--- src/rtl/decode_control_unit_pkg.sv ---
`default_nettype none
// ============================================================================
// Package  : decode_control_unit_pkg
// Brief    : Shared decode constants: RV32 opcodes, immediate-format select
//            encodings, decode-control FSM state encodings and the
//            multi-cycle divide/remainder classifier. Also used by the
//            immediate generation unit.
// Revision : 1.0 - initial release
// ============================================================================
package decode_control_unit_pkg;

    // Major opcodes (instruction bits [6:0])
    localparam logic [6:0] c_op_lui    = 7'b0110111;
    localparam logic [6:0] c_op_auipc  = 7'b0010111;
    localparam logic [6:0] c_op_jal    = 7'b1101111;
    localparam logic [6:0] c_op_jalr   = 7'b1100111;
    localparam logic [6:0] c_op_load   = 7'b0000011;
    localparam logic [6:0] c_op_op_imm = 7'b0010011;
    localparam logic [6:0] c_op_branch = 7'b1100011;
    localparam logic [6:0] c_op_store  = 7'b0100011;
    localparam logic [6:0] c_op_op     = 7'b0110011;

    // funct7 value that selects the M-extension group inside OP
    localparam logic [6:0] c_funct7_muldiv = 7'b0000001;

    // Immediate format select
    localparam logic [2:0] c_imm_u    = 3'b000;
    localparam logic [2:0] c_imm_j    = 3'b001;
    localparam logic [2:0] c_imm_i    = 3'b010;
    localparam logic [2:0] c_imm_b    = 3'b011;
    localparam logic [2:0] c_imm_s    = 3'b100;
    localparam logic [2:0] c_imm_none = 3'b111;

    // Decode-control FSM state encodings
    localparam int                    c_state_w    = 1;
    localparam logic [c_state_w-1:0]  c_st_run     = 1'b0;
    localparam logic [c_state_w-1:0]  c_st_md_wait = 1'b1;

    // Width of the divider wait-cycle counter
    localparam int c_md_cnt_w = 6;

    // DIV/DIVU/REM/REMU: OP opcode, M-extension funct7, funct3[2] set.
    // MUL* share the opcode and funct7 but have funct3[2] clear.
    function automatic logic f_is_divrem(
        input logic [6:0] opcode,
        input logic [6:0] funct7,
        input logic       funct3_msb
    );
        return (opcode == c_op_op) && (funct7 == c_funct7_muldiv) && funct3_msb;
    endfunction

endpackage
`default_nettype wire

--- src/rtl/decode_control_unit_opcode_decoder.sv ---
`default_nettype none
// ============================================================================
// Module   : opcode_decoder
// Brief    : Purely combinational classification of a held instruction:
//            immediate format, operand-2 source, register/memory intent,
//            unknown-opcode flag and multi-cycle divide detection.
// Revision : 1.0 - initial release
// ============================================================================
module opcode_decoder
    import decode_control_unit_pkg::*;
(
    input  logic [6:0] i_opcode,
    input  logic [6:0] i_funct7,
    input  logic       i_funct3_msb,
    output logic [2:0] o_imm_sel,
    output logic       o_operand2_imm,
    output logic       o_reg_write,
    output logic       o_mem_read,
    output logic       o_mem_write,
    output logic       o_illegal,
    output logic       o_is_divrem
);

    // Map the opcode to its instruction class; unknown opcodes get no immediate
    always_comb begin
        o_imm_sel      = c_imm_none;
        o_operand2_imm = 1'b0;
        o_reg_write    = 1'b0;
        o_mem_read     = 1'b0;
        o_mem_write    = 1'b0;
        o_illegal      = 1'b0;
        case (i_opcode)
            c_op_lui, c_op_auipc: begin
                o_imm_sel      = c_imm_u;
                o_operand2_imm = 1'b1;
                o_reg_write    = 1'b1;
            end
            c_op_jal: begin
                o_imm_sel   = c_imm_j;
                o_reg_write = 1'b1;
            end
            c_op_jalr, c_op_op_imm: begin
                o_imm_sel      = c_imm_i;
                o_operand2_imm = 1'b1;
                o_reg_write    = 1'b1;
            end
            c_op_load: begin
                o_imm_sel      = c_imm_i;
                o_operand2_imm = 1'b1;
                o_reg_write    = 1'b1;
                o_mem_read     = 1'b1;
            end
            c_op_branch: begin
                o_imm_sel = c_imm_b;
            end
            c_op_store: begin
                o_imm_sel      = c_imm_s;
                o_operand2_imm = 1'b1;
                o_mem_write    = 1'b1;
            end
            c_op_op: begin
                o_reg_write = 1'b1;
            end
            default: begin
                o_illegal = 1'b1;
            end
        endcase
    end

    assign o_is_divrem = f_is_divrem(i_opcode, i_funct7, i_funct3_msb);

endmodule
`default_nettype wire

--- src/rtl/decode_control_unit.sv ---
`default_nettype none
// ============================================================================
// Module   : decode_control_unit
// Brief    : Instruction-decode stage control. Holds the ID register,
//            decodes the held instruction and sequences multi-cycle
//            divide/remainder operations (start, wait for done, abort on
//            redirect, forced release on timeout with a sticky error).
// Revision : 1.0 - initial release
// ============================================================================
module decode_control_unit
    import decode_control_unit_pkg::*;
#(
    parameter int          MD_TIMEOUT = 40,
    parameter logic [31:0] NOP_INSTR  = 32'h0000_0013
)(
    input  logic        CLK,
    input  logic        RESET,
    input  logic [31:0] INSTRUCTION_IF,
    input  logic [31:0] PC_IF,
    input  logic        IF_VALID,
    input  logic        FLUSH,
    input  logic        LOAD_USE_HAZARD,
    input  logic        MULDIV_DONE,
    output logic [31:0] INSTRUCTION_ID,
    output logic [31:0] PC_ID,
    output logic [2:0]  IMM_SELECT,
    output logic        OPERAND2_IMM,
    output logic        REG_WRITE_EN,
    output logic        MEM_READ,
    output logic        MEM_WRITE,
    output logic        ISSUE,
    output logic        STALL_IF,
    output logic        MULDIV_START,
    output logic        MULDIV_ABORT,
    output logic        ILLEGAL,
    output logic        MD_ERROR
);

    // Last wait-counter value before a forced release. The counter saturates
    // at its maximum, so oversized timeouts are clamped to that maximum.
    localparam int c_md_last_int = (MD_TIMEOUT > (1 << c_md_cnt_w)) ? ((1 << c_md_cnt_w) - 1) :
                                   ((MD_TIMEOUT < 1) ? 0 : (MD_TIMEOUT - 1));
    localparam logic [c_md_cnt_w-1:0] c_md_last    = c_md_cnt_w'(c_md_last_int);
    localparam logic [c_md_cnt_w-1:0] c_md_cnt_max = '1;

    logic [31:0]           r_instr_id;
    logic [31:0]           r_pc_id;
    logic                  r_valid_id;
    logic [c_state_w-1:0]  r_state;
    logic [c_state_w-1:0]  w_state_next;
    logic [c_md_cnt_w-1:0] r_md_cnt;
    logic                  r_md_error;

    logic                  w_issue;
    logic                  w_stall;
    logic                  w_start;
    logic                  w_abort;
    logic                  w_timeout_fire;
    logic                  w_md_expired;

    logic [2:0]            w_imm_sel;
    logic                  w_operand2_imm;
    logic                  w_reg_write;
    logic                  w_mem_read;
    logic                  w_mem_write;
    logic                  w_illegal;
    logic                  w_is_divrem;

    opcode_decoder u_opcode_decoder (
        .i_opcode       (r_instr_id[6:0]),
        .i_funct7       (r_instr_id[31:25]),
        .i_funct3_msb   (r_instr_id[14]),
        .o_imm_sel      (w_imm_sel),
        .o_operand2_imm (w_operand2_imm),
        .o_reg_write    (w_reg_write),
        .o_mem_read     (w_mem_read),
        .o_mem_write    (w_mem_write),
        .o_illegal      (w_illegal),
        .o_is_divrem    (w_is_divrem)
    );

    assign w_md_expired = (r_md_cnt >= c_md_last);

    // ID register: a redirect always wins, otherwise load whenever fetch is not held
    always_ff @(posedge CLK or negedge RESET) begin
        if (!RESET) begin
            r_instr_id <= NOP_INSTR;
            r_pc_id    <= 32'h0;
            r_valid_id <= 1'b0;
        end else if (FLUSH) begin
            r_instr_id <= NOP_INSTR;
            r_valid_id <= 1'b0;
        end else if (!w_stall) begin
            r_instr_id <= INSTRUCTION_IF;
            r_pc_id    <= PC_IF;
            r_valid_id <= IF_VALID;
        end
    end

    // FSM state register
    always_ff @(posedge CLK or negedge RESET) begin
        if (!RESET) begin
            r_state <= c_st_run;
        end else begin
            r_state <= w_state_next;
        end
    end

    // Next-state and control outputs. A redirect in RUN kills the held
    // divide, so no divider start is raised for it.
    always_comb begin
        w_state_next   = r_state;
        w_issue        = 1'b0;
        w_stall        = 1'b0;
        w_start        = 1'b0;
        w_abort        = 1'b0;
        w_timeout_fire = 1'b0;
        case (r_state)
            c_st_run: begin
                if (LOAD_USE_HAZARD) begin
                    w_stall = 1'b1;
                end else if (r_valid_id && w_is_divrem && !FLUSH) begin
                    w_start      = 1'b1;
                    w_stall      = 1'b1;
                    w_state_next = c_st_md_wait;
                end else begin
                    w_issue = r_valid_id;
                end
            end
            c_st_md_wait: begin
                w_stall = 1'b1;
                if (FLUSH) begin
                    w_abort      = 1'b1;
                    w_state_next = c_st_run;
                end else if (MULDIV_DONE) begin
                    w_issue      = 1'b1;
                    w_stall      = 1'b0;
                    w_state_next = c_st_run;
                end else if (w_md_expired) begin
                    w_issue        = 1'b1;
                    w_stall        = 1'b0;
                    w_timeout_fire = 1'b1;
                    w_state_next   = c_st_run;
                end
            end
            default: begin
                w_state_next = c_st_run;
            end
        endcase
    end

    // Divider wait counter: cleared on start, counts saturating while waiting
    always_ff @(posedge CLK or negedge RESET) begin
        if (!RESET) begin
            r_md_cnt <= '0;
        end else if (w_start) begin
            r_md_cnt <= '0;
        end else if ((r_state == c_st_md_wait) && (r_md_cnt != c_md_cnt_max)) begin
            r_md_cnt <= r_md_cnt + 1'b1;
        end
    end

    // Sticky divider-timeout flag, cleared only by reset
    always_ff @(posedge CLK or negedge RESET) begin
        if (!RESET) begin
            r_md_error <= 1'b0;
        end else if (w_timeout_fire) begin
            r_md_error <= 1'b1;
        end
    end

    assign INSTRUCTION_ID = r_instr_id;
    assign PC_ID          = r_pc_id;
    assign IMM_SELECT     = w_imm_sel;
    assign OPERAND2_IMM   = w_operand2_imm;
    assign REG_WRITE_EN   = w_issue & w_reg_write;
    assign MEM_READ       = w_issue & w_mem_read;
    assign MEM_WRITE      = w_issue & w_mem_write;
    assign ISSUE          = w_issue;
    assign STALL_IF       = w_stall;
    assign MULDIV_START   = w_start;
    assign MULDIV_ABORT   = w_abort;
    assign ILLEGAL        = r_valid_id & w_illegal;
    assign MD_ERROR       = r_md_error;

endmodule
`default_nettype wire

--- config.mk ---
export PLATFORM = sky130hd
export DESIGN_NAME = decode_control_unit
export DESIGN_NICKNAME = d
export VERILOG_FILES = /design/src/rtl/decode_control_unit_pkg.sv /design/src/rtl/decode_control_unit_opcode_decoder.sv /design/src/rtl/decode_control_unit.sv
export SDC_FILE = /design/constraint.sdc
export NUM_CORES = 1
export LEC_CHECK = 0
export CORE_UTILIZATION = 44
export CTS_CLUSTER_DIAMETER = 40
export DETAILED_ROUTE_END_ITERATION = 10
export PLACE_DENSITY_LB_ADDON = 0.1
export REMOVE_ABC_BUFFERS = 1
export SETUP_SLACK_MARGIN = 0.15
export SLEW_MARGIN = 5
export SYNTH_ARGS = -nofsm -noshare
export SYNTH_HDL_FRONTEND = slang
export SYNTH_HIERARCHICAL = 1
export SYNTH_SLANG_ARGS = --single-unit
--- constraint.sdc ---
create_clock -name CLK -period 3.1 [get_ports CLK]
set_input_delay 0.93 -clock CLK [delete_from_list [all_inputs] [get_ports CLK]]
set_output_delay 0.93 -clock CLK [all_outputs]
set_load 0.02 [all_outputs]
**Word-level counts from Yosys, hierarchy flattened**

Cells that the tools add are included.

- Bits in latches: 0
- RAM bits: 0
- ROM bits: 0
- Output and inout port bits: 77
- Word-level logic and storage cells: 73
- Memories: 0
- Bits in registers: 73

- Bitwise operators: 7
- Reductions and logical operators: 13
- Order comparisons: 1
- Muxes and demuxes: 33
- Div/mod/pow operators: 0
- Eq/ne operators: 12
- Add/subtract/negate cells: 1
- Shifts and indexed selects: 0
- $mul: 0

Operator list:

| operator | number |
|---|---|
| $mux 32 | 2 |
| $mux 1 | 25 |
| $eq 7x6->1 const B | 3 |
| $eq 7x7->1 const B | 3 |
| $pmux 3 s5 | 1 |
| $eq 7x5->1 const B | 2 |
| $mux 6 | 2 |
| $reduce_or 9->1 | 1 |
| $eq 7x1->1 const B | 1 |
| $eq 7x2->1 const B | 1 |
| $reduce_or 7->1 | 1 |
| $add 6x1->6 const B | 1 |
| $ge 6x6->1 const B | 1 |
| $ne 6x6->1 const B | 1 |
| $pmux 1 s2 | 3 |
| $reduce_or 6->1 | 1 |
| $logic_and 1x1->1 | 5 |
| $and 1x1->1 | 4 |
| $not 1->1 | 3 |
| $reduce_or 3->1 | 1 |
| $ne 2x2->1 const B | 1 |
| $reduce_and 2->1 | 1 |
| $reduce_bool 2->1 | 1 |
| $reduce_or 2->1 | 1 |
| $logic_not 1->1 | 1 |

**Depth between registers and ports, before layout**

- Depth in word-level cells: 10
- Depth in mapped cells: 10
- Gate-level depth less buffers: 8

**Modules after synthesis**

Netlist, hierarchy kept.

Modules (own cells, without submodules):

| module | cells an instance | area each (µm²) | instances | sequential area each (µm²) |
|---|---|---|---|---|
| decode_control_unit | 272 | 3485.8 | 1 | 1830.5 |
| opcode_decoder | 33 | 219.0 | 1 | 0.0 |

**Worst setup path before layout**

No wires, ideal clock.

- Kind: flip-flop to output port
- Start point: reg r_instr_id[6] (netlist: INSTRUCTION_ID[6])
- End point: out MULDIV_START
- Cell stages (with the launch flop): 8
- Required time: 2.170 ns
- Buffers on the path: 1
- Data arrival time: 2.171 ns
- Path slack: -0.001 ns
- Cell sequence: dfrtp_1 or2_1 buf_6 or3_4 nor3_2 nand2_1 or4_1 inv_1

- Cells in the longest elaborated chain, start to end: 8

Ends and longest elaborated chain:

| what | line | text |
|---|---|---|
| from (decl) | decode_control_unit.sv:46 | `logic [31:0] r_instr_id;` |
| from (signal assigned) | decode_control_unit.sv:87 | `r_instr_id <= NOP_INSTR;` |
| from (signal assigned) | decode_control_unit.sv:91 | `r_instr_id <= NOP_INSTR;` |
| from (signal assigned) | decode_control_unit.sv:94 | `r_instr_id <= INSTRUCTION_IF;` |
| $eq 7x6->1 | decode_control_unit_pkg.sv:49 | `return (opcode == c_op_op) && (funct7 == c_funct7_muldiv) && funct3_msb;` |
| $logic_and 1x1->1 (2 in series) | decode_control_unit_pkg.sv:49 |  |
| via w_is_divrem | decode_control_unit.sv:67 | `logic w_is_divrem;` |
| $logic_and 1x1->1 (2 in series) | decode_control_unit.sv:122 | `end else if (r_valid_id && w_is_divrem && !FLUSH) begin` |
| $mux 1 | decode_control_unit.sv:122 |  |
| $mux 1 | decode_control_unit.sv:120 | `if (LOAD_USE_HAZARD) begin` |
| $mux 1 | decode_control_unit.sv:118 | `case (r_state)` |
| to (decl) | decode_control_unit.sv:33 | `output logic MULDIV_START,` |

The timed path passes the listed nets, and every way through them passes these cells.

**Worst setup path in the final report**

- Start point: in LOAD_USE_HAZARD
- End point: out MEM_WRITE

- Cells in the longest elaborated chain, start to end: 3

Ends and longest elaborated chain:

| what | line | text |
|---|---|---|
| from (decl) | decode_control_unit.sv:22 | `input logic LOAD_USE_HAZARD,` |
| $mux 1 | decode_control_unit.sv:120 |  |
| $pmux 1 s2 | decode_control_unit.sv:118 |  |
| $and 1x1->1 | decode_control_unit.sv:178 | `assign MEM_WRITE = w_issue & w_mem_write;` |
| to (decl) | decode_control_unit.sv:30 | `output logic MEM_WRITE,` |

No other way between the ends.

==> reports/summary.txt <==
=====================================================================================================
Largest fanout of any net on the critical path                                                      4
TritonCTS clock tree                                                                             done
Final Hold Violating Endpoints                                                                      0
Final net count                                                                                   549
Critical path arrival                                                                         2.18 ns
Worst setup path category                                                                primary input to output pin
Number of H-tree branching levels                                                                   3
Number of library cell types mapped by synthesis                                                   48
Req. time, crit path                                                                          2.17 ns
Reg clk slew, reported paths                                                                  0.07 ns
Area fraction of the dominant cell type after synthesis                                         47.3%
Share of the synthesized netlist area taken by xor and xnor gates                                  0%
Power Dens Cells                                                                           467 nW/µm²
Initial core utilization                                                                        45.3%
Worst slew margin relative to its limit                                                         37.4%
Simple-gate share of the synthesized area                                                       19.1%
Number of antenna violations at the first check in global routing                                   0
Share of cell area taken by muxes after synthesis                                               22.0%
Max Fclk                                                                                    0.321 GHz
Largest family of logic cells by synthesized area                                        multiplexers
Layout area overhead                                                                            52.9%
Post-CTS Hold Fix Bufs                                                                              0
DRC errors left                                                                                     0
Fill cell count                                                                                   621
Final number of max-transition violations                                                           0
Count of routing violations after the opening detailed-route iteration                             93
Total CTS buffers                                                                                   9
Kind of start point of the critical path                                                 primary input
Maximum number of pins on one net before global-route repair                                       74
ANT cells                                                                                           0
Post-synthesis share of cell area spent on full adders, half adders and majority gates         0.338%
Total routing usage reported by global routing                                                  20.5%
Placer's final routability congestion estimate                                                  0.847
Run status                                                                               complete, but fails checks
Transition time at the pin with the least slew margin                                        0.940 ns
Kind of path behind the tightest hold check                                              register to register
Fraction of the cycle the final worst path needs                                                 100%
Dominant cell type by area after synthesis                                               sky130_fd_sc_hd__dfrtp_1
Kind of end point of the critical path                                                     output pin
Core box area                                                                                8180 µm²
Detailed-placement wirelength estimate                                                        6090 µm
Shortest clock period the worst path allows after layout                                      3.11 ns
Mapped Avg Cell Area                                                                         12.1 µm²
Antenna Violating Nets Remaining                                                                    0
FFs w/ async S/R, synth                                                                          100%
Minimum setup slack in the final design                                                    -0.0108 ns
Clock latency of the later-clocked register in the worst-skew pair                            0.34 ns
Compound-gate portion of the synthesized area                                                   4.80%
Remaining Overflow, GRT                                                                             0
Post-Route Utilization                                                                          69.3%
Final setup viols                                                                                   4
Via density per instance                                                                         4.92
Die width                                                                                     93.8 µm
Number of top-level pins                                                                          147
Number of enable-type register cells in the synthesized netlist                                     0
Final Skew                                                                                  0.0157 ns
Via count of the first global-routing pass                                                       2846
Setup repair after global routing missed its margin                                               yes
Fraction of layout instances using a drive strength above 1                                     21.7%
Cell at the root of the clock tree                                                       sky130_fd_sc_hd__clkbuf_8
Global-route wire length before repair                                                       13900 µm
Most common flop cell mapped by yosys                                                    sky130_fd_sc_hd__dfrtp_1
Clock Tree Buf Depth                                                                                2
Number of instances in the synthesized netlist                                                    305
Sequential-to-total area share from yosys stat                                                  49.4%
Count of buffers inserted at the top-level ports                                                  146
Number of core rows                                                                                33
Syn Std Cell Area                                                                            3700 µm²
Pre-CTS WS                                                                                  -0.387 ns
Die Y-Extent                                                                                  93.8 µm
IR drop worst, VDD                                                                         0.000280 V
WL final                                                                                      8660 µm
Die outline area                                                                             8790 µm²
Average wire per cell in the routed design                                                    14.7 µm
Violated checks                                                                          negative setup slack
DR vias                                                                                          2894
Main area contributors after synthesis                                                   sky130_fd_sc_hd__dfrtp_1 (47%), sky130_fd_sc_hd__mux2_4 (12%), sky130_fd_sc_hd__nand2b_1 (10%)
Lkg Pwr                                                                                    0.00258 µW
Number of iterations in the first detailed-routing pass                                             4
Max-Cap Viols                                                                                       0
Clock net sink count                                                                               73
Number of synthesized register bits                                                                73
Number of warning messages in the yosys log                                                         6
=====================================================================================================
[critical path, stage by stage]
cell and delay [ns]:
sky130_fd_sc_hd__clkdlybuf4s50_1 0.43, sky130_fd_sc_hd__nor2_1 0.22, sky130_fd_sc_hd__nand3_1 0.12, sky130_fd_sc_hd__o211ai_1 0.17, sky130_fd_sc_hd__and2_1 0.20, sky130_fd_sc_hd__buf_6 0.12
[state kept, by name, summed over array words and instances (netlist names)]
| name | flops |
|---|---|
| MD_ERROR | 1 |
| r_valid_id | 1 |
| INSTRUCTION_ID | 32 |
| PC_ID | 32 |
| r_state | 1 |
| r_md_cnt | 6 |
[cell families (layout without fill, tap and decap cells)]
| kind of cell | after synthesis | count (layout) |
|---|---|---|
| AND/OR/NAND/NOR | 117 | 117 |
| flip-flops | 73 | 73 |
| multiplexers | 66 | 66 |
| AO/OA/AOI/OAI | 25 | 25 |
| buffers and inverters | 23 | 201 |
| adder cells (fa/ha/maj) | 1 | 1 |
[power by group]
part	internal [µW]	switching, µW
Clock	457	367
Sequential	1050	56.6
Combinational	406	310
Total	1910	733
[metal layers]
metal  up-vias  wire length (µm)  global-route usage, %
li1       1382                 -                      -
met1      1391              3800                   26.4
met2       105              4180                   32.5
met3        16               475                   4.69
met4         0               197                   9.36
met5         -                 0                      0
[stage by stage]
step	instance area, µm²	setup TNS, ns	power, µW	std cells	hold slack, ns
after floorplan	3560	0	1450	288	0.489
after detailed placement	5410	-1.90	1840	570	0.466
after global placement	5410	-1.74	1830	570	0.474
after CTS	5660	-0.0435	2670	588	0.487
after global routing	5660	-0.430	2760	588	0.511
final	5660	-0.0213	2640	588	0.485
[synth_stat cells (all sizes together) (2+ instances only)]
library cell,number
inv,6
nand2b,62
dfstp,3
nand3,6
dfrtp,70
mux2,32
o21a,2
a21oi,4
o31ai,2
nor3,5
buf,10
clkbuf,7
or2,2
o21ai,7
nand2,9
a211oi,2
nand4,2
mux2i,34
nor2,13
and2,7
[worst paths after layout]
kind / from / endpoint / slack, ns / cells after the start
setup / recovery: LOAD_USE_HAZARD / MEM_WRITE / -0.01 / 6
hold / removal: MD_ERROR / MD_ERROR / 0.49 / 1
setup reg to reg: INSTRUCTION_ID[26] / PC_ID[21] / 0.54 / 8
hold reg to reg: MD_ERROR / MD_ERROR / 0.49 / 1
max in group asynchronous: RESET / INSTRUCTION_ID[14] / 1.75 / 1
min in group asynchronous: RESET / PC_ID[9] / 0.70 / 1
[timing repair]
item | CTS | global route
setup endpoints to repair | 9 | 8
endpoints found under the hold margin | 0 | 0
pin swaps | 7 | 3
resized for setup | 44 | 3
setup buffers | 2 | 0
[placed cells by master (no fill, tap or decap), drive strengths merged, types with 3 or more instances in the layout]
cell	synthesis	layout
a21oi	4	4
and2	7	7
nand2	9	9
dfstp	3	3
nor2	13	13
nand2b	62	62
clkdlybuf4s50	0	133
nand3	6	6
dfrtp	70	70
clkbuf	7	10
dlygate4sd2	0	3
nor3	5	5
inv	6	7
mux2i	34	34
o21ai	7	7
buf	10	41
mux2	32	32
[layout make-up]
class	count	area (µm²)	area share [%]
clock buffer	10	128	2.25
clock inverter	6	90.1	1.59
inverter	6	22.5	0.398
multi-input combinational	209	1730	30.6
sequential	73	1830	32.3
tap	105	131	2.32
timing repair buffer	179	1730	30.6
No activity file was read; power rests on OpenSTA's default activity.
